### config.mk
export PLATFORM = sky130hd
export DESIGN_NAME = collatz_predecessor_walker
export DESIGN_NICKNAME = d
export VERILOG_FILES = /design/src/rtl/collatz_pkg.sv /design/src/rtl/div3_seq.sv /design/src/rtl/collatz_predecessor_walker.sv
export SDC_FILE = /design/constraint.sdc
export NUM_CORES = 1
export LEC_CHECK = 0
export ABC_AREA = 0
export CORE_ASPECT_RATIO = 1.5
export CORE_MARGIN = 3
export CORE_UTILIZATION = 45
export DETAILED_ROUTE_END_ITERATION = 6
export PLACE_DENSITY = 0.67
export RECOVER_POWER = 25
export SLEW_MARGIN = 20
export SYNTH_ARGS = -nofsm -noshare
export SYNTH_HDL_FRONTEND = slang
export SYNTH_SLANG_ARGS = --single-unit
### constraint.sdc
create_clock -name clk -period 4.75 [get_ports clk]
set_input_delay 0.95 -clock clk [delete_from_list [all_inputs] [get_ports clk]]
set_output_delay 0.95 -clock clk [all_outputs]
set_load 0.03 [all_outputs]
### src/rtl/collatz_pkg.sv
// Shared types and helpers for the Collatz predecessor walker and its divide-by-3 unit.
package collatz_pkg;

  localparam int unsigned VAL_W      = 16;
  localparam int unsigned PATH_P     = 8;
  localparam int unsigned CNT_W      = $clog2(PATH_P + 1);
  localparam int unsigned DIV_CYCLES = VAL_W;

  typedef enum logic [1:0] {
    S_IDLE = 2'd0,
    S_STEP = 2'd1,
    S_DIV  = 2'd2,
    S_DONE = 2'd3
  } walk_state_e;

  typedef struct packed {
    logic [VAL_W-1:0] value;
    logic [CNT_W-1:0] steps;
    logic [CNT_W-1:0] odd;
    logic [CNT_W-1:0] fallback;
    logic             err;
  } walk_result_t;

  // Forward Collatz step, truncated to the value width.
  function automatic logic [VAL_W-1:0] collatz_step(input logic [VAL_W-1:0] n);
    logic [VAL_W+1:0] t;
    t = (VAL_W+2)'(n) + (VAL_W+2)'({n, 1'b0}) + (VAL_W+2)'(1);
    if (n[0]) return t[VAL_W-1:0];
    return n >> 1;
  endfunction

endpackage

### src/rtl/div3_seq.sv
// Restoring radix-2 divider by the constant 3; first bit is resolved on the start edge,
// so quotient and remainder are valid in the done cycle exactly W cycles later.
module div3_seq
  import collatz_pkg::*;
#(
  parameter int unsigned W = VAL_W
) (
  input  logic         clk,
  input  logic         rst,
  input  logic         start,
  input  logic [W-1:0] dividend,
  output logic         busy,
  output logic         done,
  output logic [W-1:0] quot,
  output logic [1:0]   rem
);

  localparam int unsigned CW = $clog2(W + 1);

  logic         busy_q, busy_d;
  logic         done_q, done_d;
  logic [W-1:0] quo_q, quo_d;
  logic [1:0]   rem_q, rem_d;
  logic [CW-1:0] cnt_q, cnt_d;

  // One restoring iteration: returns {remainder, shifted quotient/dividend}.
  function automatic logic [W+1:0] div_iter(input logic [1:0] r, input logic [W-1:0] q);
    logic [2:0] part;
    part = {r, q[W-1]};
    if (part >= 3'd3) return {2'(part - 3'd3), q[W-2:0], 1'b1};
    return {part[1:0], q[W-2:0], 1'b0};
  endfunction

  always_comb begin
    busy_d = busy_q;
    done_d = 1'b0;
    quo_d  = quo_q;
    rem_d  = rem_q;
    cnt_d  = cnt_q;
    if (start) begin
      {rem_d, quo_d} = div_iter(2'b00, dividend);
      cnt_d          = CW'(W - 1);
      busy_d         = 1'b1;
    end else if (busy_q) begin
      {rem_d, quo_d} = div_iter(rem_q, quo_q);
      cnt_d          = cnt_q - CW'(1);
      if (cnt_q == CW'(1)) begin
        busy_d = 1'b0;
        done_d = 1'b1;
      end
    end
  end

  always_ff @(posedge clk or posedge rst) begin
    if (rst) begin
      busy_q <= 1'b0;
      done_q <= 1'b0;
      quo_q  <= '0;
      rem_q  <= '0;
      cnt_q  <= '0;
    end else begin
      busy_q <= busy_d;
      done_q <= done_d;
      quo_q  <= quo_d;
      rem_q  <= rem_d;
      cnt_q  <= cnt_d;
    end
  end

  assign busy = busy_q;
  assign done = done_q;
  assign quot = quo_q;
  assign rem  = rem_q;

endmodule

### src/rtl/collatz_predecessor_walker.sv
// Walks the Collatz tree backwards from a seed along a path of even/odd branch choices.
module collatz_predecessor_walker
  import collatz_pkg::*;
#(
  parameter  int unsigned W  = VAL_W,
  parameter  int unsigned P  = PATH_P,
  localparam int unsigned LW = $clog2(P + 1)
) (
  input  logic          clk,
  input  logic          rst,
  input  logic          in_valid,
  output logic          in_ready,
  input  logic [W-1:0]  in_seed,
  input  logic [P-1:0]  in_path,
  input  logic [LW-1:0] in_len,
  output logic          out_valid,
  input  logic          out_ready,
  output logic [W-1:0]  out_value,
  output logic [LW-1:0] out_steps,
  output logic [LW-1:0] out_odd,
  output logic [LW-1:0] out_fallback,
  output logic          out_err
);

  walk_state_e   state_q, state_d;
  logic [W-1:0]  n_q, n_d;
  logic [P-1:0]  path_q, path_d;
  logic [LW-1:0] len_q, len_d;
  logic [LW-1:0] steps_q, steps_d;
  logic [LW-1:0] odd_q, odd_d;
  logic [LW-1:0] fb_q, fb_d;
  logic          err_q, err_d;

  logic          in_ready_q, in_ready_d;
  logic          out_valid_q, out_valid_d;
  logic [W-1:0]  out_value_q, out_value_d;
  logic [LW-1:0] out_steps_q, out_steps_d;
  logic [LW-1:0] out_odd_q, out_odd_d;
  logic [LW-1:0] out_fb_q, out_fb_d;
  logic          out_err_q, out_err_d;

  logic          div_start_c;
  logic          div_busy;
  logic          div_done;
  logic [W-1:0]  div_quot;
  logic [1:0]    div_rem;
  logic          go_even;
  logic          step_done;

  div3_seq #(.W(W)) u_div3 (
    .clk      (clk),
    .rst      (rst),
    .start    (div_start_c),
    .dividend (n_q - W'(1)),
    .busy     (div_busy),
    .done     (div_done),
    .quot     (div_quot),
    .rem      (div_rem)
  );

  always_comb begin
    state_d     = state_q;
    n_d         = n_q;
    path_d      = path_q;
    len_d       = len_q;
    steps_d     = steps_q;
    odd_d       = odd_q;
    fb_d        = fb_q;
    err_d       = err_q;
    div_start_c = 1'b0;
    go_even     = 1'b0;
    step_done   = 1'b0;

    case (state_q)
      S_IDLE: begin
        if (in_valid) begin
          n_d     = in_seed;
          path_d  = in_path;
          len_d   = in_len;
          steps_d = '0;
          odd_d   = '0;
          fb_d    = '0;
          err_d   = (in_seed == '0);
          if (in_seed == '0 || in_len == '0) state_d = S_DONE;
          else                               state_d = S_STEP;
        end
      end
      S_STEP: begin
        if (path_q[0]) begin
          if (!div_busy) begin
            div_start_c = 1'b1;
            state_d     = S_DIV;
          end
        end else begin
          go_even = 1'b1;
        end
      end
      S_DIV: begin
        // Odd predecessor exists only for n mod 6 == 4, excluding the 4 -> 1 loop.
        if (div_done) begin
          if (div_rem == 2'd0 && !n_q[0] && div_quot != W'(1)) begin
            n_d       = div_quot;
            odd_d     = odd_q + LW'(1);
            step_done = 1'b1;
          end else begin
            fb_d    = fb_q + LW'(1);
            go_even = 1'b1;
          end
        end
      end
      S_DONE: begin
        if (out_ready) state_d = S_IDLE;
      end
      default: state_d = S_IDLE;
    endcase

    if (go_even) begin
      if (n_q[W-1]) begin
        err_d   = 1'b1;
        state_d = S_DONE;
      end else begin
        n_d       = {n_q[W-2:0], 1'b0};
        step_done = 1'b1;
      end
    end

    if (step_done) begin
      steps_d = steps_q + LW'(1);
      path_d  = path_q >> 1;
      state_d = (steps_d == len_q) ? S_DONE : S_STEP;
    end
  end

  // Result registers are loaded only when a job enters DONE.
  always_comb begin
    out_value_d = out_value_q;
    out_steps_d = out_steps_q;
    out_odd_d   = out_odd_q;
    out_fb_d    = out_fb_q;
    out_err_d   = out_err_q;
    if (state_q != S_DONE && state_d == S_DONE) begin
      out_value_d = n_d;
      out_steps_d = steps_d;
      out_odd_d   = odd_d;
      out_fb_d    = fb_d;
      out_err_d   = err_d;
    end
    out_valid_d = (state_d == S_DONE);
    in_ready_d  = (state_d == S_IDLE);
  end

  always_ff @(posedge clk or posedge rst) begin
    if (rst) begin
      state_q     <= S_IDLE;
      n_q         <= '0;
      path_q      <= '0;
      len_q       <= '0;
      steps_q     <= '0;
      odd_q       <= '0;
      fb_q        <= '0;
      err_q       <= 1'b0;
      in_ready_q  <= 1'b1;
      out_valid_q <= 1'b0;
      out_value_q <= '0;
      out_steps_q <= '0;
      out_odd_q   <= '0;
      out_fb_q    <= '0;
      out_err_q   <= 1'b0;
    end else begin
      state_q     <= state_d;
      n_q         <= n_d;
      path_q      <= path_d;
      len_q       <= len_d;
      steps_q     <= steps_d;
      odd_q       <= odd_d;
      fb_q        <= fb_d;
      err_q       <= err_d;
      in_ready_q  <= in_ready_d;
      out_valid_q <= out_valid_d;
      out_value_q <= out_value_d;
      out_steps_q <= out_steps_d;
      out_odd_q   <= out_odd_d;
      out_fb_q    <= out_fb_d;
      out_err_q   <= out_err_d;
    end
  end

  assign in_ready     = in_ready_q;
  assign out_valid    = out_valid_q;
  assign out_value    = out_value_q;
  assign out_steps    = out_steps_q;
  assign out_odd      = out_odd_q;
  assign out_fallback = out_fb_q;
  assign out_err      = out_err_q;

endmodule
After elaboration in Yosys (flattened, before gate mapping)
Index checks and enable logic that the tools add are counted.
Word-level totals
  register bits: 99
  output and inout bits: 31
  word-level logic and storage cells: 113
Operators by class
  add/subtract/negate cells: 6
  order comparisons: 1
  equality and inequality tests: 8
  multiplexer cells: 63
  reduce and logical (&&, ||, !) cells: 15
Operators by type and width (count)
  two-way mux 16 bit: 7
  two-way mux 18 bit: 2
  two-way mux 4 bit: 9
  one-hot mux 16 bit (2 select lines): 1
  two-way mux 1 bit: 24
  two-way mux 8 bit: 3
  two-way mux 2 bit: 11
  zero test 16 bit: 1
  != test 16 x 1 -> 1 bit (second input constant): 1
  one-hot mux 4 bit (2 select lines): 2
  subtractor 16 x 1 -> 16 bit (second input constant): 1
  adder 4 x 1 -> 4 bit (second input constant): 3
  two-way mux 5 bit: 2
  == test 2 bit (second input constant): 3
  zero test 2 bit: 3
  one-hot mux 2 bit (3 select lines): 1
  nonzero test 2 bit: 3
  == test 5 x 1 -> 1 bit (second input constant): 1
  subtractor 5 x 1 -> 5 bit (second input constant): 1
  == test 4 bit: 1
  zero test 4 bit: 1
  AND reduction 2 bit: 2
  >= comparator 3 x 2 -> 1 bit (second input constant): 1
  logical AND 1 bit: 3
  other kinds (6): 6

Depth between registers and ports, before layout
  depth in word-level cells: 11
  depth in mapped cells: 10

Cells and area by module
From an unflattened synthesis, not the netlist that was laid out.
Unflattened totals
  cells, all modules: 495
  area, all modules: 5153.7 µm²
Modules (own cells, without submodules)
  collatz_predecessor_walker: instances 1, cells each 380, area an instance 3936.3 µm²
  div3_seq: instances 1, cells each 115, area an instance 1217.4 µm²

Worst setup path before layout
OpenSTA, ideal clock, no wires.
  path kind: input-to-reg
  from: input in_len[3]
  to: register out_err_q, in the netlist out_err
  library setup time: 125 ps
  arrival time: 2793 ps
  data required time: 4625 ps
  path slack: 1832 ps
  stages: 7
  buffers on the path: 2
  cells stage by stage: or4_1 > a31oi_1 > o211ai_1 > a311oi_1 > buf_4 > buf_4 > mux2_2
Between the ends
  cells in the longest elaborated chain, start to end: 10
RTL lines
  from (decl): line collatz_predecessor_walker.sv:15  | input logic [LW-1:0] in_len,
  zero test 4 bit *: line collatz_predecessor_walker.sv:84  | if (in_seed == '0 || in_len == '0) state_d = S_DONE;
  logical OR 1 bit *: line collatz_predecessor_walker.sv:84
  two-way mux 2 bit *: line collatz_predecessor_walker.sv:84
  two-way mux 2 bit *: line collatz_predecessor_walker.sv:76  | if (in_valid) begin
  one-hot mux 2 bit (3 select lines) *: line collatz_predecessor_walker.sv:74  | case (state_q)
  two-way mux 2 bit: line collatz_predecessor_walker.sv:118  | if (n_q[W-1]) begin
  two-way mux 2 bit *: line collatz_predecessor_walker.sv:117  | if (go_even) begin
  two-way mux 2 bit *: line collatz_predecessor_walker.sv:127  | if (step_done) begin
  == test 2 bit *: line collatz_predecessor_walker.sv:141  | if (state_q != S_DONE && state_d == S_DONE) begin
  logical AND 1 bit *: line collatz_predecessor_walker.sv:141
  to (signal assigned): line collatz_predecessor_walker.sv:184  | out_err_q <= out_err_d;
  to (decl): line collatz_predecessor_walker.sv:40  | logic out_err_q, out_err_d;
Every way passes the cells marked *; elsewhere a longest branch is shown, timed or not.
A chain may end at the register's enable or synchronous reset.

Worst setup path after layout
  from: input in_valid
  to: register out_value_q[3], in the netlist out_value[3]
RTL lines
  from (decl): line collatz_predecessor_walker.sv:11  | input logic in_valid,
  two-way mux 16 bit *: line collatz_predecessor_walker.sv:76
  one-hot mux 16 bit (2 select lines) *: line collatz_predecessor_walker.sv:74
  two-way mux 16 bit: line collatz_predecessor_walker.sv:118
  two-way mux 16 bit *: line collatz_predecessor_walker.sv:117
  net n_d[3]: line collatz_predecessor_walker.sv:26  | logic [W-1:0] n_q, n_d;
  to (signal assigned): line collatz_predecessor_walker.sv:180  | out_value_q <= out_value_d;
  to (decl): line collatz_predecessor_walker.sv:36  | logic [W-1:0] out_value_q, out_value_d;
Mark *: on every way through the listed nets, which the timed path passes. The rest lies on a longest branch.

==> run_results.csv <==
group,metric,value,unit
yosys,post_synthesis_sequential_area_ratio,0.4902,
timing,grt_setup_unrepaired,"false",
yosys,synth_fp_nets,507,
timing,timing.final.hold_violations,0,
drt,post-route-drc-count,0,
yosys,synth_top_cell_area_share,0.4850,
hold_path,hold_path_class,"register to register",
run_status,result_of_the_run,"finished, violations left",
critical_path,crit_path_start_kind,"input pin",
clock_network,cts-root-to-sink-buffers,2,
hold_path,min_path_cells,2,
yosys,ys_warns,0,
power_and_ir_drop,vdd_ir_drop_max,0.0003096,V
timing,post-route-period-util,0.7247,
placed_design,placedInstanceArea,5821,µm²
grt,grt_pass1_vias,4059,
run_status,violations,"capacitance limit, slew limit",
drt,dr_total_vias,3852,
grt,antenna_violations_before_repair,0,
placed_design,gp_congestion,0.8511,
floorplan,boundaryPins,63,
grt,gr-usage-met1,0.2351,
power_and_ir_drop,power.density,712.1,nW/µm²
critical_path,critPathCaptureType,"register",
drt,post_drt_wl_per_cell,17.76,µm
clock_network,cts_buffers,9,
cells_and_area,postLayoutCellArea,6140,µm²
power_and_ir_drop,cellLeakagePower,2.655,nW
clock_network,clk_pin_slew,0.07,ns
drt,vias_per_cell,5.741,
grt,grtUsageTotal,0.1975,
drt,drtAntennaViolNets,0,
placed_design,hpwl,8443,µm
grt,use_met3,0.03599,
placed_design,buffer_ports.inserted,62,
clock_network,clock_tree.root_cell,"clkbuf_16",
grt,grt_overflow_total,0,
grt,grt_pass1_wl,19740,µm
floorplan,floorplan.rows,46,
floorplan,dieHeight,135.8,µm
floorplan,start_util,0.4698,
timing,slew-limit-headroom,-0.9648,
yosys,synth_cells,464,
placed_design,pre_cts_ws,0.9825,ns
timing,tightest_slew,2.931,ns
yosys,yosys-top-cells-count,"dfrtp_1, nand2_1, mux2_2",
timing,final_max_slew_viol_count,70,
clock_network,cts_resized,0,
critical_path,r2r_cells,7,
clock_network,postCtsSetupBuffers,0,
timing,fin_skew,0.006186,ns
grt,gr-usage-met2,0.3456,
clock_network,cts_tree,"built",
floorplan,core_region_area,10760,µm²
clock_network,numClockSinks,99,
drt,route.final.wire_length,11920,µm
grt,grt_max_degree,70,
clock_network,clock_tree.htree_level_count,3,
yosys,postSynthRegisterBits,99,
timing,achievable-frequency,0.2905,GHz
cells_and_area,layout-area-overhead-vs-synth,21.43,%
clock_network,worst_skew_late_latency,0.34,ns
yosys,ys_async_sr_fraction,1.000,
yosys,synth_area,5056,µm²
critical_path,arrival_time_at_the_worst_endpoint,3.67,ns
critical_path,timing.critical_path.fanout_max,25,
timing,final.setup.worst_slack,1.308,ns
floorplan,die-area,12570,µm²
critical_path,critical_path_class,"input pin to register",
yosys,synth_edf_count,0,
critical_path,critical_path_required,4.98,ns
drt,first_pass_iteration_count_of_the_detailed_router,4,
yosys,yosys.cell_count.top_type,"dfrtp_1",
yosys,ys_types,52,
yosys,synth_top_cell_by_area,"dfrtp_1",
flow_run,max-cap-violations,1,
yosys,post_synth_main_area_contributors,"dfrtp_1, mux2_2, nand2_1",
timing,finalHoldWorstSlack,0.4806,ns
cells_and_area,layout.core_utilization,0.5704,
yosys,synth_area_per_cell,10.90,µm²
grt,global_route.peak_usage_layer,"met2",
timing,layout_min_cycle_time,3.442,ns
timing,setup_total_negative_slack,0,ns
cells_and_area,insertedDiodeCount,0,
floorplan,die_w,92.55,µm
clock_network,cts.hold.buffers_added,0,
cells_and_area,final_nets,565,
yosys,ys_dominant_reg_cell,"dfrtp_1",
timing,setup_violations,0,
drt,detail_route.iter0.violations,283,
cells_and_area,final_layout_size_suffix_gt1_frac,0.1423,
-- routing by layer --
metal	wire [µm]	up-vias
li1	-	1819
met1	4946	1901
met2	6140	102
met3	512	30
met4	316	0
met5	0	-
-- state kept, by name, summed over array words and instances (netlist names) --
signal        count
n_q              16
out_value        16
u_div3.quot      16
path_q            8
u_div3.cnt_q      5
fb_q              4
len_q             4
odd_q             4
out_fallback      4
out_odd           4
out_steps         4
steps_q           4
state_q           2
u_div3.rem        2
err_q             1
in_ready          1
out_err           1
out_valid         1
u_div3.busy       1
u_div3.done       1
-- worst max-delay path: stages --
cell	delay (ns)
clkdlybuf4s50_1	0.54
and2_1	0.80
a21oi_1	0.08
buf_4	0.27
a22o_1	0.20
a221o_2	0.29
mux2_2	0.27
mux2_2	0.26
-- stage by stage --
stage | std cells | total power (W)
final | 671 | 0.004372
after CTS | 671 | 0.004411
after global routing | 671 | 0.004672
after floorplan | 464 | 0.002981
after detailed placement | 655 | 0.003594
after global placement | 655 | 0.003545
-- path summary, 6_finish.rpt --
check	from	endpoint	slack (ns)
setup / recovery	in_valid	out_value[3]$_DFFE_PP0P_	1.31
hold / removal	path_q[3]$_DFFE_PP0P_	path_q[2]$_DFFE_PP0P_	0.48
setup reg to reg	u_div3.busy$_DFF_PP0_	out_value[2]$_DFFE_PP0P_	1.57
hold reg to reg	path_q[3]$_DFFE_PP0P_	path_q[2]$_DFFE_PP0P_	0.48
max in group asynchronous	rst	n_q[2]$_DFF_PP0_	1.43
min in group asynchronous	rst	u_div3.cnt_q[3]$_DFFE_PP0P_	1.90
-- where the power goes --
group	leakage, nW	switching (W)	total [W]	internal, W
registers	1.25	0.000358	0.00158	0.00122
logic	1.25	0.00102	0.00199	0.000971
clock network	0.156	0.000323	0.000802	0.000479
-- cell type report --
cell class | count | area [µm²]
Tap cell | 144 | 180.2
Timing Repair Buffer | 70 | 673.1
Multi-Input combinational cell | 329 | 2430
Fill cell | 933 | 4623
Sequential cell | 99 | 2479
Inverter | 13 | 50.05
Clock inverter | 5 | 85.08
Clock buffer | 11 | 242.7
-- placed cells by master (no fill, tap or decap), drive strengths merged, types with 2 or more instances in the layout --
cell type,count
a31oi,3
nor3,8
and2,3
bufinv,2
nor2,19
dfrtp,98
a211oi,3
o211ai,2
a221o,18
nor4,10
a22o,16
nand3,6
clkbuf,13
nand3b,2
nor4b,3
and3,2
o21ai,33
ha,11
o221ai,4
or3,2
nor2b,2
mux2,43
inv,13
clkdlybuf4s50,61
nand2,57
xnor2,19
mux2i,12
nand2b,3
or4,3
xor2,10
a221oi,2
clkinvlp,2
a21oi,12
buf,6
nand4,2
a22oi,9
-- logic make-up (layout without fill, tap and decap cells) --
kind of cell	count (synthesis)	count (layout)	share of synthesized area
AO/OA/AOI/OAI	109	109	0.1557
XOR/XNOR	29	29	0.05023
adder cells (fa/ha/maj)	11	11	0.02722
buffers and inverters	36	99	0.03266
flip-flops	99	99	0.4902
multiplexers	55	55	0.1240
AND/OR/NAND/NOR	125	125	0.1200
No activity file was read; power rests on OpenSTA's default activity.
==> RTL edit (same settings) <==
The package constant `VAL_W` goes from 16 to 32.
--- a/src/rtl/collatz_pkg.sv
+++ b/src/rtl/collatz_pkg.sv
@@ -2,5 +2,5 @@
 package collatz_pkg;
 
-  localparam int unsigned VAL_W      = 16;
+  localparam int unsigned VAL_W      = 32;
   localparam int unsigned PATH_P     = 8;
   localparam int unsigned CNT_W      = $clog2(PATH_P + 1);
Ports: changed (resized in_seed and out_value); port bits go from 63 to 95. No check against the original RTL was run, so the function may have changed too.
==> RTL edit against the original RTL <==
The run still ends with capacitance limit, slew limit left. Cell area is 55% higher. Sequential cell count is 49 higher. Via count is 67% higher. Count of clock-buffer cells in the layout is 12 higher. Area after synthesis is 53% higher. First-iteration DRC count is 22% higher. Power is 53% higher. Register-to-register slack worse by 0.22 ns. Hold slack better by 0.013 ns. Cell count is 57% higher. Global-route usage is 3.3 points higher. Routed wire length is 78% higher. Critical path depth stayed put. Setup slack worse by 0.14 ns. Critical path type unchanged. Largest cell class is now multi-input gates. Highest routed layer unchanged.
==> RTL edit: results (changes against the original RTL) <==
** Outcome
- Outcome: complete, but fails checks (unchanged).
- Violated checks: capacitance limit, slew limit (unchanged).

** Place
- Area after detailed placement :: 8880 um^2 (was 5820 um^2)
- Port Buf Inserts :: 94 (was 62)
- The HPWL reported at the end of detailed placement came to 14500 um (was 8440 um).
- The routability congestion estimate from global placement came to 0.885 (was 0.851).

** CTS
- The depth of the CTS H-tree came to 4 (was 3).
- Insertion delay to the later sink of the worst-skew pair :: 0.43 ns (was 0.34 ns)
- The total clock buffers created by CTS was 17 (was 9).

** Logic synthesis
- The sequential share of the synthesized area was 0.479 (was 0.490).
- Ranking of synthesized cells by area :: dfrtp_1, mux2_2, nand2_1, a22o_1, o31a_1 (was dfrtp_1, mux2_2, nand2_1, xnor2_1, o21ai_0)
- Number of distinct library cells after synthesis :: 61 (was 52)
- Fraction of synthesized cell area taken by the top area cell type :: 0.475 (was 0.485)

** Global route
- Largest net degree at the start of global routing :: 62 (was 70)
- Met1 track demand over resource in global routing :: 0.278 (was 0.235)
- The all-layer global routing usage is 0.230 (was 0.198).
- The global-route met3 utilization came to 0.0385 (was 0.0360).

** Timing
- Max-slew violation count :: 61 (was 70)
- The transition time of the tightest slew-check pin was 1.50 ns (was 2.93 ns).

** Flow run
- The number of maximum-capacitance constraint violations is 1 (unchanged).

** Cells and area
- The count of nets after finishing is 887 (was 565).
- Count of non-filler cells in the finished layout :: 1051 (was 671)
- Final-layout fill cell count :: 1478 (was 933)

** Route
- 1st-iter DRT viols :: 344 (was 283)
- Detail Route met3 WL :: 934 um (was 512 um)

** Setup path
- The largest stage delay on the critical path was 0.64 ns (was 0.80 ns).
- Worst Path Arrival :: 3.90 ns (was 3.67 ns)
- Max FO, Critical Path :: 29 (was 25)
- Worst path slowest cell :: and2_0 (was and2_1)
RTL edit: changes by cell type in the layout (fill, tap and decap cells not counted), moves of 25 or more:
cell             unedited run  this run
clkdlybuf4s50_1            61        93
dfrtp_1                    98       147
and3_1                      2        31
nand3b_1                    2        27
nand2_1                    57        89
o31a_1                      1        29
RTL edit: final cells by class:
| cell class | count | area, um^2 | area share |
|---|---|---|---|
| inverter | 11 | 42.5 | 0.00448 |
| sequential | 148 | 3700 | 0.390 |
| clock inverter | 9 | 150 | 0.0158 |
| multi-input combinational | 540 | 3800 | 0.400 |
| clock buffer | 23 | 478 | 0.0503 |
| timing repair buffer | 110 | 1060 | 0.111 |
| tap | 210 | 263 | 0.0277 |
RTL edit: cell families (layout without fill, tap and decap cells):
kind of cell / Yosys count / in the layout / share of synthesized area
adders and majority gates: 11 / 11 / 0.0178
buffers and inverters: 59 / 153 / 0.0319
DFF: 148 / 148 / 0.479
AOI/OAI and AO/OA: 174 / 174 / 0.169
and+or+nand+nor: 267 / 267 / 0.188
muxes: 49 / 49 / 0.0710
xor gates and xnor gates: 39 / 39 / 0.0441
RTL edit: power groups by stage:
| stage | combinational, mW | clock (mW) | sequential (mW) |
|---|---|---|---|
| final | 2.87 | 1.43 | 2.37 |
| after global routing | 3.12 | 1.51 | 2.44 |
| after CTS | 2.89 | 1.45 | 2.36 |
| after floorplan | 1.73 | 0 | 2.54 |
| after detailed placement | 2.87 | 0 | 2.37 |
| after global placement | 2.79 | 0 | 2.35 |
RTL edit: path summary, 6_finish.rpt:
kind	endpoint	depth (start not counted)	slack [ns]
worst max-delay path	out_value[28]	8	1.16
max in group asynchronous	n_q[16]	3	1.59
worst min-delay path	out_odd[0]	1	0.49
worst min register to register	out_odd[0]	1	0.49
min in group asynchronous	steps_q[0]	2	1.18
worst max register to register	out_value[28]	9	1.35
